## src/rtl/traffic_pkg.sv

```systemverilog
// -----------------------------------------------------------------------------
// traffic_pkg
// Shared definitions for the intersection controller blocks.
//   SEC_W                : width of a seconds value.
//   LFOSC_HZ             : low-frequency oscillator rate in cycles per second.
//   phase_timer_state_t  : phase_timer FSM states.
// -----------------------------------------------------------------------------
package traffic_pkg;

  localparam int SEC_W    = 16;
  localparam int LFOSC_HZ = 10000;

  typedef enum logic [1:0] {
    IDLE  = 2'd0,
    COUNT = 2'd1,
    DONE  = 2'd2
  } phase_timer_state_t;

endpackage : traffic_pkg

```

## src/rtl/phase_timer_if.sv

```systemverilog
// -----------------------------------------------------------------------------
// phase_timer_if
// Request/response bundle between the traffic FSM (master) and phase_timer
// (slave).
//   enable           : count enable (master -> slave)
//   start            : one-cycle request pulse (master -> slave)
//   seconds_to_count : interval length, sampled with start (master -> slave)
//   busy             : interval being counted (slave -> master)
//   finished         : one-cycle expiry pulse (slave -> master)
//   remaining        : whole seconds left, only with PHASE_TIMER_REMAIN_EN
// Configuration macro: PHASE_TIMER_REMAIN_EN adds the remaining signal.
// -----------------------------------------------------------------------------
interface phase_timer_if #(
  parameter int SEC_W = traffic_pkg::SEC_W
) ();

  logic             enable;
  logic             start;
  logic [SEC_W-1:0] seconds_to_count;
  logic             busy;
  logic             finished;
`ifdef PHASE_TIMER_REMAIN_EN
  logic [SEC_W-1:0] remaining;

  modport master (
    output enable, start, seconds_to_count,
    input  busy, finished, remaining
  );

  modport slave (
    input  enable, start, seconds_to_count,
    output busy, finished, remaining
  );
`else
  modport master (
    output enable, start, seconds_to_count,
    input  busy, finished
  );

  modport slave (
    input  enable, start, seconds_to_count,
    output busy, finished
  );
`endif

endinterface : phase_timer_if

```

## src/rtl/sec_tick_gen.sv

```systemverilog
// -----------------------------------------------------------------------------
// sec_tick_gen
// Prescaler turning CLK_HZ enabled clock cycles into one seconds tick.
//   clk    : oscillator clock
//   reset  : asynchronous, active-high reset
//   clear  : synchronous clear of the prescaler (interval load)
//   enable : advance the prescaler this cycle
//   tick   : high in the enabled cycle where the prescaler wraps to 0
// -----------------------------------------------------------------------------
module sec_tick_gen #(
  parameter int CLK_HZ = traffic_pkg::LFOSC_HZ
) (
  input  logic clk,
  input  logic reset,
  input  logic clear,
  input  logic enable,
  output logic tick
);

  localparam int            PRESC_W   = $clog2(CLK_HZ);
  localparam logic [PRESC_W-1:0] PRESC_MAX = PRESC_W'(CLK_HZ - 1);

  logic [PRESC_W-1:0] presc_q, presc_d;

  // NOTE: every output of a combinational block gets a default first so no
  // path through the if/else leaves it unassigned and infers a latch.
  always_comb begin
    presc_d = presc_q;
    tick    = 1'b0;
    // A load restarts the second boundary; it must not also emit a tick.
    if (clear) begin
      presc_d = '0;
    end else if (enable) begin
      if (presc_q == PRESC_MAX) begin
        presc_d = '0;
        tick    = 1'b1;
      end else begin
        presc_d = presc_q + PRESC_W'(1);
      end
    end
  end

  // NOTE: state registers use non-blocking assignment so every flop samples
  // the pre-edge values regardless of process ordering.
  always_ff @(posedge clk or posedge reset) begin
    if (reset) begin
      presc_q <= '0;
    end else begin
      presc_q <= presc_d;
    end
  end

endmodule : sec_tick_gen

```

## src/rtl/phase_timer.sv

```systemverilog
// -----------------------------------------------------------------------------
// phase_timer
// Seconds-resolution phase timer: a start pulse loads an interval of N
// seconds, the block counts it on the LFOSC clock and answers with a
// one-cycle finished pulse. A start while counting restarts the interval and
// the aborted one never reports.
//   clk   : LFOSC clock
//   reset : asynchronous, active-high reset
//   bus   : phase_timer_if slave modport (enable, start, seconds_to_count in;
//           busy, finished and optional remaining out)
// Configuration macro: PHASE_TIMER_REMAIN_EN drives bus.remaining with the
// seconds left while counting (0 otherwise).
// -----------------------------------------------------------------------------
module phase_timer #(
  parameter int CLK_HZ = traffic_pkg::LFOSC_HZ,
  parameter int SEC_W  = traffic_pkg::SEC_W
) (
  input  logic          clk,
  input  logic          reset,
  phase_timer_if.slave  bus
);

  import traffic_pkg::*;

  phase_timer_state_t state_q, state_d;
  logic [SEC_W-1:0]   sec_cnt_q, sec_cnt_d;
  logic               tick;
  logic               presc_en;
  logic               presc_clear;

  // The prescaler only runs while counting; enable is ignored elsewhere.
  // Any start restarts the second boundary, whatever state it lands in.
  assign presc_en    = bus.enable && (state_q == COUNT);
  assign presc_clear = bus.start;

  sec_tick_gen #(
    .CLK_HZ (CLK_HZ)
  ) u_tick (
    .clk    (clk),
    .reset  (reset),
    .clear  (presc_clear),
    .enable (presc_en),
    .tick   (tick)
  );

  always_comb begin
    state_d   = state_q;
    sec_cnt_d = sec_cnt_q;

    if (bus.start) begin
      // Accepted in every state; a zero-length interval reports immediately.
      sec_cnt_d = bus.seconds_to_count;
      state_d   = (bus.seconds_to_count == '0) ? DONE : COUNT;
    end else begin
      case (state_q)
        IDLE: state_d = IDLE;
        COUNT: begin
          if (tick) begin
            // sec_cnt_q is at least 1 in COUNT, so this never underflows.
            sec_cnt_d = sec_cnt_q - SEC_W'(1);
            if (sec_cnt_q == SEC_W'(1)) begin
              state_d = DONE;
            end
          end
        end
        DONE:    state_d = IDLE;
        default: state_d = IDLE;
      endcase
    end
  end

  always_ff @(posedge clk or posedge reset) begin
    if (reset) begin
      state_q   <= IDLE;
      sec_cnt_q <= '0;
    end else begin
      state_q   <= state_d;
      sec_cnt_q <= sec_cnt_d;
    end
  end

  assign bus.busy     = (state_q == COUNT);
  assign bus.finished = (state_q == DONE);

`ifdef PHASE_TIMER_REMAIN_EN
  assign bus.remaining = (state_q == COUNT) ? sec_cnt_q : '0;
`endif

endmodule : phase_timer

```

## src/flat_wrapper.sv

```systemverilog
// flat-port wrapper written by rule: the top's interface ports become plain ports
module phase_timer_flat import traffic_pkg::*;
#(
  parameter int CLK_HZ = traffic_pkg::LFOSC_HZ,
  parameter int SEC_W  = traffic_pkg::SEC_W
)
  (clk, reset, bus_enable, bus_start, bus_seconds_to_count, bus_busy, bus_finished);
  phase_timer_if #(.SEC_W(SEC_W)) bus_i ();
  input  logic clk;
  input  logic reset;
  input wire logic [$bits(bus_i.enable)-1:0] bus_enable;
  input wire logic [$bits(bus_i.start)-1:0] bus_start;
  input wire logic [$bits(bus_i.seconds_to_count)-1:0] bus_seconds_to_count;
  output wire logic [$bits(bus_i.busy)-1:0] bus_busy;
  output wire logic [$bits(bus_i.finished)-1:0] bus_finished;
  assign bus_i.enable = bus_enable;
  assign bus_i.start = bus_start;
  assign bus_i.seconds_to_count = bus_seconds_to_count;
  assign bus_busy = bus_i.busy;
  assign bus_finished = bus_i.finished;
  phase_timer #(.CLK_HZ(CLK_HZ), .SEC_W(SEC_W)) u_core (.clk(clk), .reset(reset), .bus(bus_i));
endmodule
```

## config.mk

```make
export PLATFORM = sky130hd
export DESIGN_NAME = phase_timer_flat
export DESIGN_NICKNAME = d
export VERILOG_FILES = /design/src/rtl/traffic_pkg.sv /design/src/rtl/phase_timer_if.sv /design/src/rtl/sec_tick_gen.sv /design/src/rtl/phase_timer.sv /design/src/flat_wrapper.sv
export SDC_FILE = /design/constraint.sdc
export NUM_CORES = 1
export LEC_CHECK = 0
export ABC_AREA = 0
export BUFFER_PORTS_ARGS = -buffer_cell sky130_fd_sc_hd__buf_2
export CAP_MARGIN = 20
export CORE_ASPECT_RATIO = 0.9
export CORE_MARGIN = 1.5
export CORE_UTILIZATION = 40
export DETAILED_ROUTE_END_ITERATION = 10
export HOLD_SLACK_MARGIN = 0.03
export SYNTH_ARGS = -nofsm -noshare
export SYNTH_HDL_FRONTEND = slang
export SYNTH_SLANG_ARGS = --single-unit
```

## constraint.sdc

```tcl
create_clock -name clk -period 5.1 [get_ports clk]
set_input_delay 1.02 -clock clk [delete_from_list [all_inputs] [get_ports clk]]
set_output_delay 1.02 -clock clk [all_outputs]
set_load 0.01 [all_outputs]
```

After elaboration in Yosys (flattened, before gate mapping)
Cells that the tools add are included.
W data, S select, Z words.

word-level totals
  flip-flop bits (word level) = 32
  bits of input ports = 20
  output and inout port bits = 2
  logic and storage cells = 32

cells by class
  $add $sub $neg = 2
  eq/ne operators = 6
  muxes and demuxes = 14
  reductions and logical operators = 7

operator list
  kind                     count
  $mux W16                 3
  $mux W14                 3
  $eq A16 B1 Y1 const B    1
  $logic_not A16 Y1        1
  $sub A16 B1 Y16 const B  1
  $add A14 B1 Y14 const B  1
  $eq A14 B14 Y1 const B   1
  $mux W2                  5
  $ne A3 B2 Y1 const B     2
  $reduce_bool A2 Y1       3
  $reduce_and A2 Y1        2
  $mux W1                  3
  $eq A2 B1 Y1 const B     1
  $eq A2 B2 Y1 const B     1
  $logic_and A1 B1 Y1      1

Depth between registers and ports, before layout
  depth after elaboration = 7
  depth in mapped cells = 7
  gate-level depth less buffers = 6

Hierarchy
Synthesis repeated with hierarchy kept, for this count alone.

unflattened totals
  cell total of the unflattened synthesis = 203
  area, all modules = 1914.3 µm²

by module, submodules not included
  module        instances  cells each  area an instance (µm²)  sequential area each (µm²)
  phase_timer   1          123         1112.3                  450.4
  sec_tick_gen  1          80          802.0                   350.3

Least setup slack after synthesis
OpenSTA, ideal clock, no wires.

  path type = input to register
  start = in bus_enable
  end = reg u_core.sec_cnt_q[12]
  library setup time = 82 ps
  data arrival time = 2163 ps
  required time = 5018 ps
  setup slack = 2855 ps
  cell stages on the path = 5
  buffers on the path = 1
  cells stage by stage = nand3b_1 -> or3_1 -> clkbuf_1 -> or4_1 -> a31oi_1

between the ends
  word-level cells in the longest chain between the ends = 5

RTL lines
  what                                 line                text
  from (decl)                          flat_wrapper.sv:11  input wire logic [$bits(bus_i.enable)-1:0] bus_enable;
  $logic_and A1 B1 Y1                  phase_timer.sv:33   assign presc_en = bus.enable && (state_q == COUNT);
  $mux W1                              sec_tick_gen.sv:33  end else if (enable) begin
  $mux W1                              sec_tick_gen.sv:31  if (clear) begin
  $reduce_bool A2 Y1 (no source line)  --
  $reduce_and A2 Y1 (no source line)   --
  to (signal assigned)                 phase_timer.sv:78   sec_cnt_q <= sec_cnt_d;
  to (decl)                            phase_timer.sv:26   logic [SEC_W-1:0] sec_cnt_q, sec_cnt_d;

Every way passes these cells.
A chain may end at the register's enable or synchronous reset.

Final worst setup path
  start = reg u_core.u_tick.presc_q[6]
  end = reg u_core.state_q[0]

between the ends
  word-level cells in the longest chain between the ends = 6

RTL lines
  what                                line                text
  from (decl)                         sec_tick_gen.sv:23  logic [PRESC_W-1:0] presc_q, presc_d;
  from (signal assigned)              sec_tick_gen.sv:49  presc_q <= presc_d;
  $eq A14 B14 Y1                      sec_tick_gen.sv:34  if (presc_q == PRESC_MAX) begin
  $mux W1                             sec_tick_gen.sv:34
  $mux W1                             sec_tick_gen.sv:33
  $mux W1                             sec_tick_gen.sv:31
  $ne A3 B2 Y1 (no source line)       --
  $reduce_and A2 Y1 (no source line)  --
  to (signal assigned)                phase_timer.sv:77   state_q <= state_d;
  to (decl)                           phase_timer.sv:25   phase_timer_state_t state_q, state_d;

Every way passes these cells.

==> impl_metrics.toml <==
[outcome]
outcome = "finished clean"

[detailed_routing]
routed_via_density = 5.78
wl_per_cell_um = 14.7
route.vias.total = 1677
drt_iter0_drcs = 106
detail_route.drc_violations = 0
finalWirelength_um = 4260
detail-route-antenna-nets = 0
number_of_optimization_iterations_in_the_first_detailed_route_pass = 4

[critical_path]
worst-endpoint-arrival_ps = 2930
worstReg2RegEnd = "u_core.state_q[0]"
required_ps = 5270
worstRegToRegCells = 5
cp-start-kind = "flip-flop"
origin_of_the_critical_flop_to_flop_path = "u_core.u_tick.presc_q[6]"
timing.reg2reg.setup_slack_ps = 2340
criticalPathCategory = "flip-flop to flip-flop"
crit_path_end_kind = "flip-flop"
crit_path_max_fanout = 18

[timing]
timing.final.setup_violations = 0
final.period_utilization_pct = 54.0
layout_min_cycle_time_ps = 2760
setup_repair_after_global_routing_missed_its_margin = "false"
slew_viol_final = 0
hold_violations_final = 0
fin_skew_ps = 9.89
slew_headroom_pct = 35.1
totalNegativeSetupSlack_ps = 0
timing.fmax_mhz = 363
worst_pin_slew_ps = 968

[synth]
synth_top_area_share_pct = 42.4
postSynth.asyncResetShare_pct = 100
synth_common_cells = "sky130_fd_sc_hd__dfrtp_1, sky130_fd_sc_hd__nor2_1, sky130_fd_sc_hd__or4_1, sky130_fd_sc_hd__a31oi_1, sky130_fd_sc_hd__clkbuf_1"
combinational_family_with_the_most_area_after_synthesis = "simple AND/OR/NAND/NOR gates"
synthSimpleGateAreaFrac_pct = 29.7
yosys.area_share.adder_pct = 1.99
yosys-mux-area-fraction_pct = 0.530
synth_sequential_area_ratio_pct = 42.4
synth_compound_area_share_pct = 18.1
synth.most_common_cell = "sky130_fd_sc_hd__dfrtp_1"
yosys_reg_bits = 32
ys.warnings.count = 0
post_synth_num_cell_types = 37
synth_area_per_cell_um2 = 9.04
ys_dominant_reg_cell = "sky130_fd_sc_hd__dfrtp_1"
synth_area_leaders = "sky130_fd_sc_hd__dfrtp_1, sky130_fd_sc_hd__or4_1, sky130_fd_sc_hd__a31oi_1, sky130_fd_sc_hd__nor2_1, sky130_fd_sc_hd__o31ai_1"
post_synth_xor_xnor_area_pct = 3.25
number_of_flops_mapped_to_enable_cells_by_yosys = 0
mappedNetlistNets = 232
summed_instance_area_of_the_synthesized_netlist_mm2 = 0.00189
synthesis.instances = 209
synthDominantAreaCellType = "sky130_fd_sc_hd__dfrtp_1"

[cts]
ctsHoldBuffers = 0
worst_setup_hold_path_clk_slew_ps = 70
number_of_setup_buffers_added_after_cts = 0
cts_buffers = 5
cts.sinks = 32
tritoncts_clock_tree = "done"
root_buffer = "sky130_fd_sc_hd__clkbuf_8"
clockBufferDepth = 2
ctsResizeCount = 0
clkLatencyLatePin_ps = 280
cts_htree_levels = 2

[flow_run]
maxCapViolCount = 0

[worst_hold_path]
worst_hold_path.num_cells = 2
hp-class = "flip-flop to flip-flop"
worstHoldStart = "u_core.u_tick.presc_q[1]"
worst_hold_path.endpoint = "u_core.u_tick.presc_q[1]"

[floorplanning]
chipHeight_um = 68.2
die_footprint_mm2 = 0.00515
core_region_area_mm2 = 0.00449
num_rows = 23
ioPinCount = 22
initial_core_util_pct = 42.1
die_w_um = 75.4

[global_route]
grt_max_degree = 33
antenna_violations_before_repair = 0
first_global_vias = 1441
grt_usage_pct = 18.6
first_pass_grt_wire_length_um = 7070
gr-total-overflow = 0

[placed_design]
port_buffers = 21
detailed_place_hpwl_um = 2960
gpl.final_weighted_congestion = 0.805

[pwr]
power_density_mw_per_mm2 = 281
p_leak_nw = 0.828
p_total_w = 0.000610
irDropWorstVdd_mv = 0.149

[final_layout]
drive_gt1_share_pct = 16.7
num-nets-final = 250
syn_to_final_growth_pct = 15.0
final_core_utilization_pct = 48.4
antenna_cells_inserted = 0
## registers in the layout, summed over array words and instances, names as in the netlist
signal	cells
u_core.state_q	2
u_core.sec_cnt_q	16
u_core.u_tick.presc_q	14
## per-layer routing
metal	GRT usage [%]	routed length [µm]	vias to the layer above
li1	-	-	851
met1	27.9	2210	802
met2	26.3	1890	22
met4	5.36	17	0
met3	4.42	146	2
met5	0	0	-
## critical path, cell delays in order (launching register included)
cell	delay, ps
sky130_fd_sc_hd__dfrtp_1	460
sky130_fd_sc_hd__nor4b_1	420
sky130_fd_sc_hd__nand4_1	580
sky130_fd_sc_hd__buf_4	400
sky130_fd_sc_hd__or4_1	540
sky130_fd_sc_hd__a31o_1	230
## metrics by stage
step                      setup WS (ps)  area (µm²)  std cells  hold WS [ps]
final                              2340        2170        290           550
after global routing               2000        2170        290           568
after CTS                          2300        2170        290           551
after detailed placement           2260        2050        282           541
after global placement             2290        2050        282           531
after floorplan                    2850        1890        209           513
## cell type report
class | count | area (µm²)
clock buffers | 7 | 96.3
clock inverters | 1 | 30.0
fillers | 453 | 2320
inverters | 7 | 26.3
multi-input cells | 157 | 1010
flip-flops and latches | 32 | 801
well taps | 62 | 77.6
repair buffers | 24 | 128
## worst max-delay path by stage
stage / startpoint / endpoint / slack, ps
6_report: u_core.u_tick.presc_q[6] / u_core.state_q[0] / 2340
5_1_grt: u_core.u_tick.presc_q[6] / u_core.u_tick.presc_q[4] / 2000
4_1_cts: u_core.u_tick.presc_q[6] / u_core.state_q[0] / 2300
3_5_place_dp: bus_start / u_core.u_tick.presc_q[12] / 2260
3_3_place_gp: bus_start / u_core.u_tick.presc_q[13] / 2290
2_1_floorplan: bus_enable / u_core.sec_cnt_q[12] / 2850
## cells in the final DEF, fill, tap and decap left out, types with 2 or more instances in the layout
| cell type | synthesis | final |
|---|---|---|
| sky130_fd_sc_hd__ha_1 | 3 | 3 |
| sky130_fd_sc_hd__or4_4 | 3 | 3 |
| sky130_fd_sc_hd__nand3_1 | 5 | 5 |
| sky130_fd_sc_hd__nor2b_1 | 2 | 2 |
| sky130_fd_sc_hd__inv_1 | 7 | 7 |
| sky130_fd_sc_hd__o31ai_1 | 12 | 12 |
| sky130_fd_sc_hd__nand4_1 | 3 | 3 |
| sky130_fd_sc_hd__dfrtp_1 | 32 | 32 |
| sky130_fd_sc_hd__buf_4 | 0 | 3 |
| sky130_fd_sc_hd__nor2_1 | 25 | 25 |
| sky130_fd_sc_hd__nand4b_1 | 2 | 2 |
| sky130_fd_sc_hd__o21ai_0 | 11 | 10 |
| sky130_fd_sc_hd__nor4_1 | 6 | 6 |
| sky130_fd_sc_hd__a21oi_1 | 7 | 7 |
| sky130_fd_sc_hd__clkbuf_8 | 0 | 7 |
| sky130_fd_sc_hd__or4_1 | 18 | 18 |
| sky130_fd_sc_hd__nor4b_1 | 2 | 2 |
| sky130_fd_sc_hd__a31oi_1 | 15 | 15 |
| sky130_fd_sc_hd__and4_1 | 2 | 2 |
| sky130_fd_sc_hd__buf_2 | 0 | 21 |
| sky130_fd_sc_hd__and3_1 | 3 | 3 |
| sky130_fd_sc_hd__o2111ai_1 | 3 | 3 |
| sky130_fd_sc_hd__nand2_1 | 5 | 5 |
| sky130_fd_sc_hd__xor2_1 | 6 | 6 |
| sky130_fd_sc_hd__or3_1 | 10 | 10 |
## logic make-up (layout without fill, tap and decap cells)
kind of cell,after synthesis,after routing
AND/OR/NAND/NOR,93,93
AO/OA/AOI/OAI,53,53
flip-flops,32,32
buffers and inverters,20,39
XOR/XNOR,7,7
adder cells (fa/ha/maj),3,3
multiplexers,1,1
## report_power, final
| part | internal [W] | switching [W] |
|---|---|---|
| Clock | 0.000172 | 0.0000962 |
| Sequential | 0.000267 | 0.0000150 |
| Combinational | 0.0000241 | 0.0000355 |
| Total | 0.000464 | 0.000147 |
Power figures use the tool's default switching activity.
